## config.mk

```make
export PLATFORM = sky130hd
export DESIGN_NAME = router_rr_scheduler
export DESIGN_NICKNAME = d
export VERILOG_FILES = /design/src/rtl/router_rr_scheduler.sv
export SDC_FILE = /design/constraint.sdc
export NUM_CORES = 1
export LEC_CHECK = 0
export BUFFER_PORTS_ARGS = -buffer_cell sky130_fd_sc_hd__buf_2
export CORE_ASPECT_RATIO = 0.8
export CORE_UTILIZATION = 47
export DETAILED_ROUTE_END_ITERATION = 8
export PLACE_DENSITY_LB_ADDON = 0.05
export SLEW_MARGIN = 20
export SYNTH_ARGS = -nofsm -noshare
export SYNTH_HDL_FRONTEND = slang
export SYNTH_SLANG_ARGS = --single-unit
```

## constraint.sdc

```tcl
create_clock -name clk -period 5.1 [get_ports clk]
set_clock_uncertainty 0.15 [all_clocks]
set_input_delay 0 -clock clk [delete_from_list [all_inputs] [get_ports clk]]
set_output_delay 0 -clock clk [all_outputs]
set_load 0.01 [all_outputs]
```

## src/rtl/router_rr_scheduler.sv

```systemverilog
// Round-robin front end for the 4-port router: picks one requester per cycle,
// optionally holds the grant for a burst, and registers the beat onto din/addr.
module router_rr_scheduler #(
  parameter int DATA_WIDTH = 32,
  parameter int NUM_REQ    = 4,
  parameter int BURST_LEN  = 4
) (
  input  logic                          clk,
  input  logic                          resetn,
  input  logic [NUM_REQ-1:0]            req_valid,
  input  logic [NUM_REQ*DATA_WIDTH-1:0] req_data,
  input  logic [NUM_REQ*2-1:0]          req_addr,
  input  logic [3:0]                    dest_block,
  output logic [NUM_REQ-1:0]            req_ready,
  output logic [DATA_WIDTH-1:0]         din,
  output logic                          din_en,
  output logic [1:0]                    addr,
  output logic                          locked,
  output logic [$clog2(NUM_REQ)-1:0]    owner
);

  localparam int             IW        = $clog2(NUM_REQ);
  localparam logic [3:0]     BURST_MAX = 4'(BURST_LEN);

  typedef enum logic {IDLE, LOCK} state_t;

  state_t          state;
  logic [IW-1:0]   rr_ptr;
  logic [3:0]      beat_cnt;
  logic [3:0]      beat_nxt;

  logic [NUM_REQ-1:0] eligible;
  logic               owner_ok;
  logic               grant_any;
  logic [IW-1:0]      grant_idx;
  logic [IW-1:0]      scan_start;
  logic [IW-1:0]      cand;

  // Modulo increment; NUM_REQ need not be a power of two.
  function automatic logic [IW-1:0] next_idx(input logic [IW-1:0] i);
    return (int'(i) == NUM_REQ - 1) ? '0 : i + 1'b1;
  endfunction

  always_comb begin
    // NOTE: every output of this block gets a default first, so no path can infer a latch.
    eligible   = '0;
    grant_any  = 1'b0;
    grant_idx  = owner;
    cand       = '0;
    for (int i = 0; i < NUM_REQ; i++)
      eligible[i] = req_valid[i] && !dest_block[req_addr[i*2 +: 2]];

    owner_ok   = (state == LOCK) && eligible[owner];
    scan_start = (state == LOCK) ? next_idx(owner) : rr_ptr;

    if (owner_ok) begin
      grant_any = 1'b1;
    end else begin
      // A released owner hands over in the same cycle, scanning from owner+1.
      for (int k = 0; k < NUM_REQ; k++) begin
        cand = IW'((int'(scan_start) + k) % NUM_REQ);
        if (!grant_any && eligible[cand]) begin
          grant_any = 1'b1;
          grant_idx = cand;
        end
      end
    end

    req_ready = '0;
    if (grant_any && resetn)
      req_ready[grant_idx] = 1'b1;
  end

  assign beat_nxt = beat_cnt + 4'd1;
  assign locked   = (state == LOCK);

  // NOTE: sequential state uses non-blocking assignments only; later writes in the same block win.
  always_ff @(posedge clk or negedge resetn) begin
    if (!resetn) begin
      state    <= IDLE;
      rr_ptr   <= '0;
      owner    <= '0;
      beat_cnt <= '0;
      din      <= '0;
      din_en   <= 1'b0;
      addr     <= '0;
    end else begin
      din_en <= grant_any;
      din    <= grant_any ? req_data[int'(grant_idx)*DATA_WIDTH +: DATA_WIDTH] : '0;
      addr   <= grant_any ? req_addr[int'(grant_idx)*2 +: 2] : 2'd0;

      if (owner_ok) begin
        beat_cnt <= beat_nxt;
        if (beat_nxt >= BURST_MAX) begin
          rr_ptr <= next_idx(owner);
          state  <= IDLE;
        end
      end else begin
        if (state == LOCK)
          rr_ptr <= next_idx(owner);
        if (grant_any) begin
          owner    <= grant_idx;
          beat_cnt <= 4'd1;
          if (BURST_LEN == 1) begin
            rr_ptr <= next_idx(grant_idx);
            state  <= IDLE;
          end else begin
            state  <= LOCK;
          end
        end else begin
          state <= IDLE;
        end
      end
    end
  end

endmodule

```

==> out/results.ini, run 1 <==
[outcome]
outcome = finished, final reports clean

[critical_path]
end_kind = register
crit_type = in -> reg
critPathArrivalTime_ns = 4.57
reg2reg_slack_ns = 0.70
crit_fanout = 44
critPathLaunchType = input port
required_ns = 5.18

[floorplan]
dieWidth_um = 91.81
io_pins = 188
initial_utilization_pct = 49.98
die_area_um2 = 6780
die_height_um = 73.85
rows = 25
coreArea_um2 = 6068

[drt]
via_per_inst = 5.899
via_count = 4011
final_antenna_net_count = 0
routed_wl_mm = 11.03
drc = 0
first_iter_violations = 306
avgRoutedWirePerCell_um = 16.22
drt-pass1-iter-count = 5

[synth]
synth_async_sr_flop_share_pct = 100.0
synth-edff-count = 0
synth_compound_area_share_pct = 29.13
synth_flop_cell = dfrtp_1
ys_types = 51
yosysSeqAreaShare_pct = 36.30
syn-num-nets = 513
syn-cell-area_um2 = 3033
synth_xor_area_share_pct = 1.155
synth_simple_gate_area_share_pct = 22.36
muxShareOfSynthArea_pct = 3.300
synth-seq-cells = 44
synth_top_family_by_area = compound AO/OA/AOI/OAI gates
avgSynthCellArea_um2 = 8.287
ys_warn_count = 0
yosys.area_share.adder_pct = 0.4125
syn_inst = 366

[clocking]
cts.sinks = 44
clockBufferDepth = 2
ctsResizeCount = 0
ctsHoldBuffers = 69
cts_made_buffers = 5
cts_setup_buffers = 0
root_buffer = clkbuf_8
cts_tree = done
cts-htree-levels = 2
clk_pin_slew_ns = 0.08
clock_latency_ns = 0.29

[global_route]
grt_max_degree = 73
use_met3_pct = 6.936
grt_util_met2_pct = 55.89
grt_pass1_wl_mm = 16.82
grt_pass1_vias = 3719
overflow = 0
track_usage_pct = 31.16
busiest_layer = met2
grt.met1_usage_pct = 37.39
antenna_found_initial = 0

[placed_design]
dp_slack_ns = 1.339
globalplace.congestion = 0.9576
port_buffers = 187
dp.cells = 604
hpwl_mm = 7.120

[cells_and_area]
seqCellArea_um2 = 1101
mostFrequentLayoutCells = buf_2 (187), nand2_1 (81), dlygate4sd3_1 (69)
n_antenna_cell = 0
multiInputGateArea_um2 = 1728
final_common_cell = buf_2
syn_to_final_growth_pct = 56.56
drive_gt1_share_pct = 35.73
final_cells = 680
n_fill_cell = 421
final_nets = 747

[sta]
slew_viol_final = 0
period_minus_slack_ns = 4.490
slew_headroom_pct = 35.06
setup_tns_ns = 0
fmax_mhz = 222.7
finalSetupViolations = 0
holdWs_ns = 0.1852
rsz0062_at_grt = false
fin_crit_sh_pct = 88.04
hold_violations = 0
setup_slack_ns = 0.6097
worst_pin_slew_ns = 0.9741

[pwr]
leakagePower_nw = 2.192
power.density_nw_per_um2 = 800.3
ir_worst_vdd_v = 0.0004608
power_mw = 3.800

[job]
cap_violations = 0

[min_path]
hold_class = in -> async

-- metal layers --
| layer | share of wire [%] | wire length (um) |
|---|---|---|
| met1 | 39 | 4302 |
| met2 | 50 | 5480 |
| met3 | 9.0 | 997 |
| met4 | 2.3 | 250 |
| met5 | 0 | 0 |
-- area by class of cell --
type                            count  share of cell area (%)
Multi-Input combinational cell    279                   36.39
Timing Repair Buffer              262                   35.55
Sequential cell                    44                   23.19
Tap cell                           81                   2.134
Clock buffer                        5                   1.449
Inverter                            8                  0.6588
Clock inverter                      1                  0.6324
-- where the power goes --
part	leakage (nW)	internal, mW	switching [mW]
Clock	0.0501	0.141	0.112
Sequential	0.530	0.550	0.109
Combinational	1.61	1.39	1.50
Total	2.19	2.08	1.72
-- synth_stat cells, drive strengths merged (5+ instances only) --
library cell	number	area, um2
buf	23	147.6
or2	6	37.53
a21oi	5	28.78
nand3	40	200.2
o21ai	10	50.05
nand2	81	304.0
a32oi	34	297.8
a31oi	38	237.7
inv	8	30.03
nor2	11	41.29
clkbuf	12	45.04
dfrtp	44	1101
-- registers in the layout (all words and copies together) (netlist names), named ones only --
name / flops
beat_cnt: 4
din: 32
locked: 1
rr_ptr: 1
addr: 2
din_en: 1
owner: 2
-- through the flow --
stage,util (%),cell area (um2)
2_1_floorplan,-,3033
3_3_place_gp,65.03,3946
3_5_place_dp,65.03,3946
4_1_cts,78.04,4736
5_1_grt,78.25,4748
6_report,78.25,4748
-- critical path, stage by stage --
cell           delay [ns]
dlygate4sd3_1        0.53
buf_2                0.12
mux4_2               0.54
or2_0                0.36
a211oi_1             0.44
a31oi_1              0.17
a31oi_1              0.35
and2_2               0.56
buf_4                0.50
nand3_1              0.13
a32oi_1              0.25
dlygate4sd3_1        0.58
-- logic make-up after synthesis --
family / after synthesis
AO/OA/AOI/OAI: 116
XOR/XNOR: 4
adder cells (fa/ha/maj): 1
buffers and inverters: 43
flip-flops: 44
multiplexers: 5
AND/OR/NAND/NOR: 153
-- worst paths after layout --
kind / startpoint / to / cells after the start
setup / recovery: req_addr[0] / din[10] / 12
hold / removal: resetn / din[4] / 3
setup reg to reg: locked / din[10] / 10
hold reg to reg: beat_cnt[2] / beat_cnt[2] / 1
max in group asynchronous: resetn / din_en / 3
min in group clk: req_data[52] / din[20] / 4
Note: power is estimated with default switching activity, not from simulation.
==> inputs of run 2 (changes only) <==
GPL_TIMING_DRIVEN = 0   (was unset)
MAX_ROUTING_LAYER = met4   (was unset)
==> out/results.ini, run 2 (synthesis results as in run 1) <==
[outcome]
outcome = finished, final reports clean

[critical_path]
crit_chain = clkbuf_1 -> buf_1 -> nor3_1 -> a31oi_1 -> o32ai_1 -> o211ai_1 -> o211ai_1 -> o311ai_2 -> clkbuf_1 -> a32oi_1 -> dlygate4sd3_1
worstRegToRegCells = 11
crit_type = reg -> reg
critPathLaunchType = register
cp_num_buf_inv = 4
crit_family = buffers and inverters
path_depth = 11
critPathArrivalTime_ns = 4.23
crit_fanout = 10
cpPeakStageDelay_ns = 0.71
end_kind = register
slowest_stage = o311ai_2
required_ns = 5.13

[drt]
via_count = 4293
final_antenna_net_count = 0
top_layer_used = met4
drc = 0
wl_met1_mm = 4.876
first_iter_violations = 327
met3_length_mm = 1.325
avgRoutedWirePerCell_um = 17.99
drt-pass1-iter-count = 5
wl_met2_mm = 6.294
via_per_inst = 6.038
routed_wl_mm = 12.79

[sta]
slew_headroom_pct = 32.54
hold_violations = 0
setup_slack_ns = 0.9012
worst_pin_slew_ns = 1.003
finalSetupViolations = 0
holdWs_ns = 0.09250
fmax_mhz = 238.2
fin_crit_sh_pct = 82.33
rsz0062_at_grt = false
setup_tns_ns = 0
slew_viol_final = 0
period_minus_slack_ns = 4.199

[pwr]
ir_worst_vdd_v = 0.0006859
leakagePower_nw = 2.268
power.density_nw_per_um2 = 844.6
power_mw = 4.097

[clocking]
ctsHoldBuffers = 69
cts.sinks = 44
cts_tree = done
clk_pin_slew_ns = 0.09
cts_setup_buffers = 0
root_buffer = clkbuf_8
clockBufferDepth = 2
cts_made_buffers = 5
cts-htree-levels = 2
clock_latency_ns = 0.30
ctsResizeCount = 0

[floorplan]
initial_utilization_pct = 49.98
rows = 25
dieWidth_um = 91.81
die_area_um2 = 6780
die_height_um = 73.85
coreArea_um2 = 6068
io_pins = 188

[global_route]
grt_pass1_vias = 4183
grt_pass1_wl_mm = 19.77
antenna_found_initial = 0
track_usage_pct = 38.57
overflow = 0
grt_max_degree = 47

[placed_design]
port_buffers = 187
hpwl_mm = 8.468
dp_slack_ns = 1.553
globalplace.congestion = 0.9732

[cells_and_area]
final_common_cell = buf_2
mostFrequentLayoutCells = buf_2 (202), nand2_1 (81), dlygate4sd3_1 (69)
drive_gt1_share_pct = 36.67
syn_to_final_growth_pct = 59.94
largestRegisters = din: 32 flops, beat_cnt: 4 flops
n_fill_cell = 419
largest_reg_flops = 32
top_register = din
final_nets = 776
n_antenna_cell = 0

[job]
cap_violations = 0

[min_path]
hold_class = in -> async

## run 2: changes by cell type in the layout (fill, tap and decap cells not counted), sizes merged
cell	before	now
bufinv	1	0
clkbuf	5	17
clkinv	1	3
inv	7	8
buf	193	210
## run 2: power breakdown
group          switching [mW]  total, mW  leakage [nW]  internal [mW]
sequential             0.0668      0.616         0.530          0.550
combinational            1.75       3.26          1.69           1.50
clock                   0.128      0.224        0.0479         0.0958
## run 2: path summary, 6_finish.rpt
check                             start          end  slack (ns)
hold / removal                   resetn       locked        0.09
min in group clk           req_data[62]      din[30]        0.37
setup reg to reg                 locked      din[27]        0.90
hold reg to reg             beat_cnt[0]  beat_cnt[0]        0.42
max in group asynchronous        resetn      din[29]        4.30
setup / recovery                 locked      din[27]        0.90
## run 2: layout make-up
cell class                      instances  area (um2)  area share (%)
Clock buffer                            5       68.82           1.419
Multi-Input combinational cell        279        1709           35.23
Timing Repair Buffer                  256        1629           33.58
Sequential cell                        44        1101           22.70
Buffer                                 35       192.7           3.972
Clock inverter                          3       18.77          0.3869
Tap cell                               81       101.3           2.089
Inverter                                8       30.03          0.6190
## run 2: stage by stage
stage / util, % / std cells / instance area [um2]
final: 79.94 / 711 / 4851
after global routing: 79.94 / 711 / 4851
after CTS: 79.90 / 711 / 4848
after detailed placement: 67.07 / 634 / 4070
after global placement: 67.07 / 634 / 4070
after floorplan: - / 366 / 3033
## run 2: per-layer routing
metal / vias up / GRT usage, %
li1: 1926 / -
met1: 2009 / 46.55
met2: 325 / 64.49
met3: 33 / 7.557
met4: 0 / 15.45
met5: - / -
==> inputs of run 3 (changes only) <==
CORE_UTILIZATION = 39   (was 47)
clock period = 3.5 ns   (was 5.1 ns; I/O delays follow)
==> out/results.ini, run 3 <==
[outcome]
stop_error = [ERROR RSZ-0060] Max buffer count reached.
stop_stage = clock tree synthesis
outcome = aborted with a tool error

[placed_design]
hpwl_mm = 8.679
dp_slack_ns = -0.1467
dpl-instance-area_um2 = 4100
globalplace.congestion = 0.9399
port_buffers = 187

[synth]
synth-seq-cells = 44
avgSynthCellArea_um2 = 8.287
yosysSeqAreaShare_pct = 36.30
syn-num-nets = 513
synth_flop_cell = dfrtp_1
ys_warn_count = 0
yosysMostFrequentCell = nand2_1
synth_top_area_share_pct = 36.30
syn-cell-area_um2 = 3033
synth-edff-count = 0
ys_types = 51
synth_async_sr_flop_share_pct = 100.0
syn_inst = 366
synth_common_cells = nand2_1 (81), dfrtp_1 (44), nand3_1 (40), a31oi_1 (38), a32oi_1 (34)
synthTopCellsByArea = dfrtp_1 (36%), nand2_1 (10%), a32oi_1 (9.8%)
yosysTopAreaCell = dfrtp_1

[clocking]
ctsResizeCount = 5
ctsHoldBuffers = 134
cts-htree-levels = 2
cts_setup_buffers = 3
cts.sinks = 44
root_buffer = clkbuf_8
clockBufferDepth = 2
cts_made_buffers = 5

[floorplan]
io_pins = 188
initial_utilization_pct = 40.64
die_height_um = 80.88
rows = 28
dieWidth_um = 100.6

[run 3: per-stage QoR]
| stage | utilization [%] | cells | hold slack [ns] |
|---|---|---|---|
| 3_5_place_dp | 54.95 | 658 | 0.08457 |
| 3_3_place_gp | 54.95 | 658 | 0.08586 |
| 2_1_floorplan | - | 366 | -0.4456 |
[run 3: cell families after synthesis]
group	Yosys count	synth area share, %
simple gates	153	22.36
xor+xnor	4	1.155
flops	44	36.30
compound gates	116	29.13
fa+ha+maj	1	0.4125
mux	5	3.300
buf+inv	43	7.343
==> inputs of run 4 (changes only) <==
CORE_ASPECT_RATIO = unset   (was 0.8)
CORE_UTILIZATION = 40   (was 39)
MAX_ROUTING_LAYER = unset   (was met4)
PLACE_DENSITY_LB_ADDON = 0.15   (was 0.05)
clock period = 4.5 ns   (was 3.5 ns; I/O delays follow)
==> out/results.ini, run 4 (synthesis results as in run 1) <==
[critical_path]
r2r_start = locked
r2r_end = din[19]
reg2reg_slack_ns = 0.34
worstRegToRegCells = 11
critPathLaunchType = register
critPathArrivalTime_ns = 4.20
crit_fanout = 10
end_kind = register
required_ns = 4.54
crit_type = reg -> reg

[sta]
hold_violations = 0
setup_tns_ns = 0
holdWs_ns = 0.08322
rsz0062_at_grt = false
slew_viol_final = 0
slew_headroom_pct = 55.21
period_minus_slack_ns = 4.156
fin_crit_sh_pct = 92.35
worst_pin_slew_ns = 0.6662
fmax_mhz = 240.6
finalSetupViolations = 0

[cells_and_area]
largestRegisters = din: 32 flops, beat_cnt: 4 flops
n_fill_cell = 648
final_common_cell = buf_2
largest_reg_flops = 32
mostFrequentLayoutCells = buf_2 (202), nand2_1 (81), dlygate4sd3_1 (69)
final_area_um2 = 4917
syn_to_final_growth_pct = 62.13
n_antenna_cell = 0
final_nets = 776
drive_gt1_share_pct = 36.83
top_register = din

[placed_design]
port_buffers = 187
dpl-instance-area_um2 = 4093
globalplace.congestion = 0.9346
hpwl_mm = 8.537

[job]
cap_violations = 0

[drt]
top_layer_used = met4
wl_met1_mm = 5.089
routed_wl_mm = 12.79
final_antenna_net_count = 0
via_count = 4203
met3_length_mm = 1.079
drc = 0
first_iter_violations = 285
wl_met2_mm = 6.273
avgRoutedWirePerCell_um = 17.54
via_per_inst = 5.765
drt-pass1-iter-count = 5

[clocking]
cts-htree-levels = 2
clockBufferDepth = 2
cts_made_buffers = 5
root_buffer = clkbuf_8
clk_pin_slew_ns = 0.10
cts.sinks = 44
clock_latency_ns = 0.31
cts_setup_buffers = 0
cts_tree = done

[global_route]
grt_pass1_vias = 3875
grt_pass1_wl_mm = 19.02
antenna_found_initial = 0
track_usage_pct = 31.59
grt_max_degree = 47
overflow = 0

[floorplan]
dieWidth_um = 89.08
coreArea_um2 = 7292
die_height_um = 89.08
initial_utilization_pct = 41.59
rows = 31
die_area_um2 = 7934
io_pins = 188

[pwr]
power.density_nw_per_um2 = 944.7
ir_worst_vdd_v = 0.0009004
leakagePower_nw = 2.279

[min_path]
hold_class = in -> async

[outcome]
outcome = finished, final reports clean

==> run 4: per-stage QoR <==
| stage | total power [mW] | instances | utilization [%] | worst slack (ns) |
|---|---|---|---|---|
| 3_3_place_gp | 3.447 | 652 | 56.13 | 0.9930 |
| 6_report | 4.645 | 729 | 67.43 | 0.3441 |
| 2_1_floorplan | 2.652 | 366 | - | 1.654 |
| 5_1_grt | 4.999 | 729 | 67.43 | 0.1698 |
| 3_5_place_dp | 3.498 | 652 | 56.13 | 0.9087 |
| 4_1_cts | 4.539 | 729 | 67.18 | 0.3673 |
==> run 4: worst max-delay path, stage by stage (launching register included) <==
cell and delay (ns):
dfrtp_1 0.39, clkbuf_1 0.32, buf_1 0.42, nor3_1 0.10, a31oi_1 0.24, o32ai_1 0.15
o211ai_1 0.28, o211ai_1 0.21, o311ai_4 0.50, clkbuf_1 0.49, a32oi_1 0.18, dlygate4sd3_1 0.61
==> run 4: report_power, final <==
group	total, mW	switching (mW)	internal [mW]
Sequential	0.692	0.0702	0.622
Combinational	3.62	1.91	1.71
Clock	0.332	0.164	0.168
Total	4.65	2.14	2.50
==> run 4: area by class of cell <==
type                            instances  area (um2)  area share, %
Multi-Input combinational cell        279        1725          35.09
Timing Repair Buffer                  256        1629          33.13
Sequential cell                        44        1101          22.39
Buffer                                 35       192.7          3.919
Tap cell                               99       123.9          2.519
Clock buffer                            5       68.82          1.399
Clock inverter                          3       46.29         0.9415
Inverter                                8       30.03         0.6107
==> run 4: how the worst max path moves through the flow <==
stage,to,startpoint,depth (start not counted)
5_1_grt,din[24],locked,11
3_3_place_gp,din[24],locked,10
2_1_floorplan,addr[0],locked,11
4_1_cts,din[16],locked,11
6_report,din[19],locked,11
3_5_place_dp,din[24],locked,10
==> run 4: layer usage <==
| layer | vias to the layer above | global-route usage (%) |
|---|---|---|
| met5 | - | 0 |
| met4 | 0 | 10.53 |
| met3 | 41 | 6.002 |
| met2 | 268 | 54.62 |
| met1 | 1971 | 39.80 |
| li1 | 1923 | - |
==> run 4: what timing repair did <==
item	in CTS	in global routing
setup endpoints to repair	0	2
resized for setup	0	1
endpoints found under the hold margin	78	0
hold buffers	69	0
